### config.mk
export PLATFORM = sky130hd
export DESIGN_NAME = logic_slice_sequencer
export DESIGN_NICKNAME = d
export VERILOG_FILES = /design/src/rtl/logic_slice_sequencer_pkg.sv /design/src/rtl/logic_slice_sequencer_logic4bit.sv /design/src/rtl/logic_slice_sequencer.sv
export SDC_FILE = /design/constraint.sdc
export NUM_CORES = 1
export LEC_CHECK = 0
export BUFFER_PORTS_ARGS = -buffer_cell sky130_fd_sc_hd__buf_4
export CORE_MARGIN = 2
export CORE_UTILIZATION = 54
export DETAILED_ROUTE_END_ITERATION = 12
export GPL_ROUTABILITY_DRIVEN = 0
export GPL_TIMING_DRIVEN = 1
export PLACE_DENSITY = 0.89
export SYNTH_ARGS = -nofsm -noshare
export SYNTH_HDL_FRONTEND = slang
export SYNTH_SLANG_ARGS = --single-unit
### constraint.sdc
create_clock -name clk -period 2.9 [get_ports clk]
set_clock_uncertainty 0.05 [all_clocks]
set_input_delay 0.29 -clock clk [delete_from_list [all_inputs] [get_ports clk]]
set_output_delay 0.29 -clock clk [all_outputs]
set_load 0.02 [all_outputs]
### src/rtl/logic_slice_sequencer_pkg.sv
// Shared definitions for the slice-serial logic unit: opcodes, FSM states, slice width.
package logic_slice_sequencer_pkg;

  localparam int SLICE_W_DEF = 4;

  localparam logic [1:0] LOP_AND = 2'b00;
  localparam logic [1:0] LOP_OR  = 2'b01;
  localparam logic [1:0] LOP_XOR = 2'b10;
  localparam logic [1:0] LOP_NOR = 2'b11;

  typedef enum logic [1:0] {
    ST_IDLE = 2'b00,
    ST_RUN  = 2'b01,
    ST_DONE = 2'b10
  } state_e;

endpackage

### src/rtl/logic_slice_sequencer_logic4bit.sv
// Combinational W-bit bitwise logic slice; shared with the parallel logic units.
module logic4bit
  import logic_slice_sequencer_pkg::*;
#(
  parameter int W = SLICE_W_DEF
) (
  input  logic [W-1:0] a,
  input  logic [W-1:0] b,
  input  logic [1:0]   op,
  output logic [W-1:0] y
);

  always_comb begin
    y = '0;
    case (op)
      LOP_AND: y = a & b;
      LOP_OR:  y = a | b;
      LOP_XOR: y = a ^ b;
      LOP_NOR: y = ~(a | b);
      default: y = '0;
    endcase
  end

endmodule

### src/rtl/logic_slice_sequencer.sv
// Streams two DATA_W operands through one shared logic slice, lowest slice first.
// Optional zero flag is built when LOGIC_ZERO_FLAG_EN is defined.
//
// state   | meaning
// ST_IDLE | waiting for start
// ST_RUN  | one slice computed per cycle, idx 0..NSLICE-1
// ST_DONE | done pulse, result valid; start here chains the next op
module logic_slice_sequencer
  import logic_slice_sequencer_pkg::*;
#(
  parameter int DATA_W  = 32,
  parameter int SLICE_W = SLICE_W_DEF
) (
  input  logic              clk,
  input  logic              rst,
  input  logic              start,
  input  logic [1:0]        op,
  input  logic [DATA_W-1:0] a,
  input  logic [DATA_W-1:0] b,
  output logic              busy,
  output logic              done,
  output logic [DATA_W-1:0] result,
  output logic              zero
);

  localparam int NSLICE = DATA_W / SLICE_W;
  localparam int IDX_W  = (NSLICE > 1) ? $clog2(NSLICE) : 1;
  localparam logic [IDX_W-1:0] IDX_LAST = IDX_W'(NSLICE - 1);

  state_e            state_q, state_d;
  logic [IDX_W-1:0]  idx_q, idx_d;
  logic [DATA_W-1:0] a_q, a_d, b_q, b_d, result_q, result_d;
  logic [1:0]        op_q, op_d;
  logic [SLICE_W-1:0] a_sl, b_sl, y_sl;
  logic              accept;
  int unsigned       base;

  assign accept = start && (state_q == ST_IDLE || state_q == ST_DONE);
  assign base   = 32'(idx_q) * 32'(SLICE_W);
  assign a_sl   = a_q[base +: SLICE_W];
  assign b_sl   = b_q[base +: SLICE_W];

  logic4bit #(.W(SLICE_W)) u_slice (
    .a  (a_sl),
    .b  (b_sl),
    .op (op_q),
    .y  (y_sl)
  );

  always_comb begin
    state_d  = state_q;
    idx_d    = idx_q;
    a_d      = a_q;
    b_d      = b_q;
    op_d     = op_q;
    result_d = result_q;
    if (accept) begin
      state_d  = ST_RUN;
      idx_d    = '0;
      a_d      = a;
      b_d      = b;
      op_d     = op;
      result_d = '0;
    end else begin
      case (state_q)
        ST_RUN: begin
          result_d[base +: SLICE_W] = y_sl;
          if (idx_q == IDX_LAST) begin
            state_d = ST_DONE;
          end else begin
            idx_d = idx_q + 1'b1;
          end
        end
        ST_DONE: state_d = ST_IDLE;
        default: state_d = ST_IDLE;
      endcase
    end
  end

  always_ff @(posedge clk) begin
    if (rst) begin
      state_q  <= ST_IDLE;
      idx_q    <= '0;
      a_q      <= '0;
      b_q      <= '0;
      op_q     <= LOP_AND;
      result_q <= '0;
    end else begin
      state_q  <= state_d;
      idx_q    <= idx_d;
      a_q      <= a_d;
      b_q      <= b_d;
      op_q     <= op_d;
      result_q <= result_d;
    end
  end

  assign busy   = (state_q == ST_RUN);
  assign done   = (state_q == ST_DONE);
  assign result = result_q;

`ifdef LOGIC_ZERO_FLAG_EN
  // acc_q ORs every slice output seen so far; zero resolves on the last slice.
  logic acc_q, acc_d, zero_q, zero_d;

  always_comb begin
    acc_d  = acc_q;
    zero_d = zero_q;
    if (accept) begin
      acc_d  = 1'b0;
      zero_d = 1'b0;
    end else if (state_q == ST_RUN) begin
      acc_d = acc_q | (|y_sl);
      if (idx_q == IDX_LAST) zero_d = ~(acc_q | (|y_sl));
    end
  end

  always_ff @(posedge clk) begin
    if (rst) begin
      acc_q  <= 1'b0;
      zero_q <= 1'b0;
    end else begin
      acc_q  <= acc_d;
      zero_q <= zero_d;
    end
  end

  assign zero = zero_q;
`else
  assign zero = 1'b0;
`endif

endmodule

==> impl_results.rst, run 1 <==
.. list-table::
   :header-rows: 1

   * - Metric
     - Value
   * - Run status
     - finished clean
   * - Vias in the first global route
     - 3652
   * - End-of-flow core utilization
     - 68.2%
   * - Detail Placement HPWL
     - 7680 um
   * - Hold Crit Depth
     - 3
   * - Post-synth EDFFs
     - 0
   * - Pwr Density
     - 499 nW/um^2
   * - Final standard cell area without fillers
     - 5630 um^2
   * - Internal portion of total power
     - 2020 uW
   * - Finish-stage setup viols
     - 0
   * - Antenna violations before repair
     - 0
   * - Average detailed-routed wire length per instance
     - 15.1 um
   * - Share of power burned in registers
     - 54.0%
   * - DRC Markers
     - 0
   * - Relative area change from synthesis to final layout
     - 21.7%
   * - Mapped Area
     - 4620 um^2
   * - Die W
     - 96.5 um
   * - Switching pwr
     - 783 uW
   * - Wire length of the first global-routing pass
     - 16900 um
   * - Class of the most critical hold timing path
     - in2reg
   * - Clock share of power
     - 30.9%
   * - Y dimension of the die
     - 96.5 um
   * - WP data arrival
     - 2.89 ns
   * - Endpoint of the lowest-slack register-to-register path
     - result[24]
   * - Switching part of the total
     - 27.9%
   * - Crit Reg-Reg Startpoint
     - idx_q[0]
   * - Highest achievable clock rate
     - 372 MHz
   * - Commonest cells after routing, fill and taps aside
     - sky130_fd_sc_hd__nand2_1, sky130_fd_sc_hd__buf_4, sky130_fd_sc_hd__dfxtp_1
   * - Register-to-register setup slack
     - 0.21 ns
   * - Hold endpoint
     - a_q[5]
   * - Total chip power
     - 2810 uW
   * - Data required time at the worst endpoint
     - 3.11 ns
   * - Row Count
     - 33
   * - Type of destination of the critical path
     - flip-flop
   * - TritonCTS Buffers
     - 9
   * - Number of distinct standard cells referenced by the synthesized netlist
     - 39
   * - Worst vdd rail ir drop
     - 0.267 mV
   * - Transition at the pin with the smallest max-transition slack
     - 0.632 ns
   * - Count of yosys warnings during synthesis
     - 0
   * - Hold Buf Count CTS
     - 0
   * - Clk slew on worst S/H paths
     - 0.10 ns
   * - Pin count of the biggest net entering global routing
     - 71
   * - Total routing resource utilization after global routing
     - 23.3%
   * - Top_reg_cell synth
     - sky130_fd_sc_hd__dfxtp_1
   * - Setup repair after global routing missed its margin
     - no
   * - Count of placed standard cells in the final layout, fillers left out
     - 702
   * - Final hold viol count
     - 0
   * - Sink count of the clock tree
     - 103
   * - Most common cell after layout, fill and taps aside
     - sky130_fd_sc_hd__nand2_1
   * - Syn nets
     - 591
   * - Fraction of layout instances using a drive strength above 1
     - 30.0%
   * - I/O pin count
     - 104
   * - Global route total overflow
     - 0
   * - Number of standard cells after synthesis
     - 507
   * - Buffer levels on the longest clock path
     - 2
   * - Vias after detailed routing
     - 3919
   * - Number of nets in the final layout
     - 676
   * - Pins Over Slew Limit
     - 0
   * - Kind of start point of the critical path
     - flip-flop
   * - Drt first pass iters
     - 5
   * - Count of buffers from port buffering
     - 102
   * - Count of routing violations after the opening detailed-route iteration
     - 285
   * - Antenna-violating nets left
     - 0
   * - Number of cells after detailed placement
     - 686
   * - CTS tree
     - built
   * - Avg Cell Area, Syn
     - 9.12 um^2
   * - Shortest period the worst path allows
     - 2.69 ns
   * - Core footprint
     - 8260 um^2
   * - Post-synthesis sequential area ratio
     - 44.6%
   * - Overall die area
     - 9320 um^2
   * - Static leakage
     - 0.00242 uW
   * - Total Routed Length
     - 10600 um
   * - Summed negative setup slack over all endpoints
     - 0 ns
   * - Area after detailed placement
     - 5440 um^2
   * - CTS H-Tree Depth
     - 3
   * - Share of the clock period used by the worst path
     - 92.6%
   * - Max capacitance violation total
     - 0
   * - Skew-Pair Late Insertion Delay
     - 0.37 ns
   * - Worst setup path class
     - reg2reg
   * - Post-detailed-route via-to-cell ratio
     - 5.58
   * - Share of total power in combinational logic
     - 15.1%
   * - CTS root buffer
     - sky130_fd_sc_hd__clkbuf_8
   * - Final antenna diode count
     - 0
   * - Headroom to the max-slew limit
     - 57.9%
   * - Post CTS Setup Buffer Count
     - 0
   * - Effective utilization at floorplan
     - 56.0%
   * - Critical path fanouts, max
     - 18
   * - Cell depth of the worst flop-to-flop path
     - 9
   * - Share of flip-flops with an asynchronous set or reset after synthesis
     - 0%
   * - Hold Crit Start
     - a[5]
   * - Gates resized, CTS repair
     - 0
   * - Flip-flop and latch count after synthesis
     - 103
==> cell families (layout without fill, tap and decap cells) <==
kind of cell / count (synthesis) / in the layout / synth area share [%]
AND/OR/NAND/NOR: 197 / 197 / 20.9
flip-flops: 103 / 103 / 44.6
multiplexers: 22 / 22 / 9.28
other: 1 / 1 / 0.0811
buffers and inverters: 49 / 139 / 4.98
adder cells (fa/ha/maj): 15 / 15 / 4.06
AO/OA/AOI/OAI: 119 / 119 / 15.9
XOR/XNOR: 1 / 1 / 0.189
==> layout make-up <==
class / count / area, um^2
Tap cell: 105 / 131
Sequential cell: 103 / 2060
Clock buffer: 11 / 141
Multi-Input combinational cell: 355 / 2340
Inverter: 12 / 47.5
Fill cell: 643 / 2630
Timing Repair Buffer: 111 / 858
Clock inverter: 5 / 46.3
==> cell usage after synthesis, drive strengths merged (2+ instances only) <==
cell    count  share of area (%)
mux2        4               0.97
dfxtp     103                 45
clkbuf     13                1.1
buf        24                2.9
nor2b       3               0.41
nand2b      2               0.27
mux2i       2               0.43
ha         15                4.1
a21oi      74                8.0
nor3        3               0.32
o21a        4               0.65
mux4       16                7.9
o21ai      16                1.8
nor2       12                1.4
nand4       5                1.8
a32o       24                5.2
inv        12                1.0
and2        8                1.5
nand2     156                 13
nand4b      4                1.9
==> worst max path at each step <==
stage,slack (ns),depth (start not counted),start,endpoint
finish,0.21,9,idx_q[0],result[24]
global route,0.08,9,idx_q[0],result[12]
CTS,0.22,9,idx_q[0],result[24]
detailed placement,0.27,9,idx_q[0],result[28]
global placement,0.37,9,idx_q[0],result[26]
floorplan,0.48,9,idx_q[0],result[10]
==> registers in the layout (all words and copies together) (netlist names) <==
signal and flops:
b_q 32, a_q 32, state_q 2, result 32
idx_q 3, op_q 2
==> worst max-delay path: stages (launching register included) <==
cell and delay, ns:
sky130_fd_sc_hd__dfxtp_1 0.39, sky130_fd_sc_hd__buf_12 0.20, sky130_fd_sc_hd__mux4_2 0.54, sky130_fd_sc_hd__nand2_1 0.10, sky130_fd_sc_hd__and2_4 0.16, sky130_fd_sc_hd__ha_1 0.21, sky130_fd_sc_hd__mux2_1 0.28, sky130_fd_sc_hd__nand2_1 0.09
sky130_fd_sc_hd__o21ai_1 0.22, sky130_fd_sc_hd__a32o_1 0.30
==> routing by layer <==
metal / part of all wire (%) / wire (um) / GRT usage, % / vias up
met4: 1.6 / 170 / 8.33 / 0
li1: - / - / - / 1915
met1: 41 / 4310 / 29.7 / 1833
met5: 0 / 0 / 0 / -
met3: 6.6 / 699 / 3.18 / 18
met2: 51 / 5400 / 40.4 / 153
==> power groups by stage <==
| stage | sequential [uW] | clock, uW | combinational, uW |
|---|---|---|---|
| after global placement | 1540 | 0 | 403 |
| after CTS | 1510 | 872 | 424 |
| after global routing | 1520 | 932 | 466 |
| after floorplan | 1540 | 0 | 287 |
| after detailed placement | 1550 | 0 | 421 |
| final | 1520 | 867 | 424 |
==> stage by stage <==
step | hold WS, ns | setup WS [ns]
after floorplan | 0.376 | 0.482
after global placement | 0.391 | 0.368
after detailed placement | 0.396 | 0.267
after CTS | 0.106 | 0.220
after global routing | 0.101 | 0.0805
final | 0.109 | 0.214
No activity file was read; power rests on OpenSTA's default activity.
==> inputs of run 2 (changes only) <==
- CELL_PAD_IN_SITES_DETAIL_PLACEMENT: not set -> 0
- CELL_PAD_IN_SITES_GLOBAL_PLACEMENT: not set -> 1
- CORE_UTILIZATION: 54 -> 40
- PLACE_DENSITY: 0.89 -> 0.88
==> impl_results.rst, run 2 (same netlist as run 1, synthesis figures left out) <==
.. list-table::
   :header-rows: 1

   * - Metric
     - Value
   * - Critical path fanouts, max
     - 18
   * - Antenna violations before repair
     - 0
   * - Worst vdd rail ir drop
     - 0.352 mV
   * - Data required time at the worst endpoint
     - 3.07 ns
   * - Standard cell with the maximum stage delay on the critical path
     - sky130_fd_sc_hd__mux4_1
   * - Most common cell after layout, fill and taps aside
     - sky130_fd_sc_hd__nand2_1
   * - Y dimension of the die
     - 112 um
   * - Wire length of the first global-routing pass
     - 17400 um
   * - Cell with the most instances on the worst path
     - sky130_fd_sc_hd__nand2_1
   * - Final hold viol count
     - 0
   * - Post-detailed-route via-to-cell ratio
     - 5.11
   * - DRC Markers
     - 0
   * - Static leakage
     - 0.00247 uW
   * - Post CTS Setup Buffer Count
     - 0
   * - Final antenna diode count
     - 0
   * - Run status
     - finished clean
   * - Effective utilization at floorplan
     - 40.7%
   * - Buffer levels on the longest clock path
     - 2
   * - Worst setup path class
     - reg2reg
   * - Pins Over Slew Limit
     - 0
   * - Kind of start point of the critical path
     - flip-flop
   * - Average detailed-routed wire length per instance
     - 14.3 um
   * - Fraction of layout instances using a drive strength above 1
     - 30.1%
   * - Commonest cells after routing, fill and taps aside
     - sky130_fd_sc_hd__nand2_1, sky130_fd_sc_hd__buf_4, sky130_fd_sc_hd__dfxtp_1
   * - Overall die area
     - 12400 um^2
   * - Total Routed Length
     - 10600 um
   * - Setup repair after global routing missed its margin
     - no
   * - Row Count
     - 39
   * - Highest achievable clock rate
     - 377 MHz
   * - Global route total overflow
     - 0
   * - Max capacitance violation total
     - 0
   * - Maximum single-stage delay on the critical path
     - 0.57 ns
   * - Placement-stage worst setup slack
     - 0.280 ns
   * - Count of placed standard cells in the final layout, fillers left out
     - 741
   * - Finish-stage setup viols
     - 0
   * - CTS tree
     - built
   * - Final Worst Setup Slack
     - 0.247 ns
   * - WP data arrival
     - 2.83 ns
   * - Drt first pass iters
     - 4
   * - Count of buffers from port buffering
     - 102
   * - Cell depth of the worst flop-to-flop path
     - 9
   * - Vias after detailed routing
     - 3786
   * - Critical path cell sequence
     - buf_12, mux4_1, nand2_1, and2_4, ha_1, mux2_1, nand2_1, o21ai_1, a32o_1
   * - Worst path depth
     - 9
   * - Antenna-violating nets left
     - 0
   * - Footprint of the multi-input gates
     - 2340 um^2
   * - Core footprint
     - 11400 um^2
   * - Headroom to the max-slew limit
     - 52.5%
   * - CTS H-Tree Depth
     - 3
   * - Sink count of the clock tree
     - 103
   * - Shortest period the worst path allows
     - 2.65 ns
   * - Vias in the first global route
     - 3728
   * - Pin count of the biggest net entering global routing
     - 45
   * - Skew-Pair Late Insertion Delay
     - 0.34 ns
   * - I/O pin count
     - 104
   * - Type of destination of the critical path
     - flip-flop
   * - Clk slew on worst S/H paths
     - 0.07 ns
   * - Hold Buf Count CTS
     - 0
   * - Summed negative setup slack over all endpoints
     - 0 ns
   * - Relative area change from synthesis to final layout
     - 25.3%
   * - Share of the clock period used by the worst path
     - 91.5%
   * - Number of cells after detailed placement
     - 725
   * - Number of nets in the final layout
     - 677
   * - Hold Crit Depth
     - 3
   * - Total chip power
     - 3080 uW
   * - Pwr Density
     - 532 nW/um^2
   * - Class of the most critical hold timing path
     - in2reg
   * - CTS root buffer
     - sky130_fd_sc_hd__clkbuf_16
   * - Family with the most delay on the worst path
     - multiplexers
   * - TritonCTS Buffers
     - 9
   * - Sequential standard cell area
     - 2060 um^2
   * - WP buf/inv
     - 1
   * - Total routing resource utilization after global routing
     - 16.9%
   * - Die W
     - 112 um
   * - Transition at the pin with the smallest max-transition slack
     - 0.713 ns
   * - Detail Placement HPWL
     - 7760 um
   * - Gates resized, CTS repair
     - 0
   * - Filler cells
     - 1090
   * - Count of routing violations after the opening detailed-route iteration
     - 239
[run 2: cell count changes in the layout (fill, tap and decap cells not counted)]
cell	before	now
sky130_fd_sc_hd__clkbuf_8	10	1
sky130_fd_sc_hd__clkinv_2	0	1
sky130_fd_sc_hd__inv_6	3	1
sky130_fd_sc_hd__buf_12	2	3
sky130_fd_sc_hd__clkinvlp_4	0	1
sky130_fd_sc_hd__clkbuf_16	0	9
[run 2: where the power goes]
part	internal (uW)	switching [uW]	total, uW	leakage (uW)
sequential	1480	40.7	1520	0.000841
combinational	198	226	423	0.00149
clock	615	526	1140	0.000138
total	2290	793	3080	0.00247
[run 2: cell type report]
class                      instances  area share [%]
sequential                       103            35.6
clock buffer                      11            4.19
timing repair buffer             112            15.2
multi-input combinational        355            40.4
clock inverter                     5           0.713
tap                              143            3.09
inverter                          12           0.821
[run 2: through the flow]
stage | hold WS, ns | utilization (%) | instance area, um^2
floorplan | 0.376 | - | 4620
global placement | 0.390 | 48.4 | 5510
detailed placement | 0.392 | 48.4 | 5510
CTS | 0.133 | 50.9 | 5790
global route | 0.142 | 50.9 | 5790
finish | 0.145 | 50.9 | 5790
[run 2: final timing paths]
| kind | startpoint | endpoint | slack, ns |
|---|---|---|---|
| hold reg to reg | b_q[6] | b_q[6] | 0.40 |
| setup reg to reg | idx_q[0] | result[30] | 0.25 |
| setup / recovery | idx_q[0] | result[30] | 0.25 |
| hold / removal | b[11] | b_q[11] | 0.14 |
[run 2: layer usage]
layer	share of wire [%]	track usage (%)	wire [um]
met5	0	0	0
met4	0.67	5.35	71
met3	4.6	3.10	488
met2	48	28.1	5060
met1	47	22.5	4940
[run 2: worst register-to-register path, cell delays in order, from the launching register on]
cell	delay, ns
sky130_fd_sc_hd__dfxtp_1	0.39
sky130_fd_sc_hd__buf_12	0.20
sky130_fd_sc_hd__mux4_1	0.58
sky130_fd_sc_hd__nand2_1	0.08
sky130_fd_sc_hd__and2_4	0.15
sky130_fd_sc_hd__ha_1	0.22
sky130_fd_sc_hd__mux2_1	0.28
sky130_fd_sc_hd__nand2_1	0.09
sky130_fd_sc_hd__o21ai_1	0.22
sky130_fd_sc_hd__a32o_1	0.29
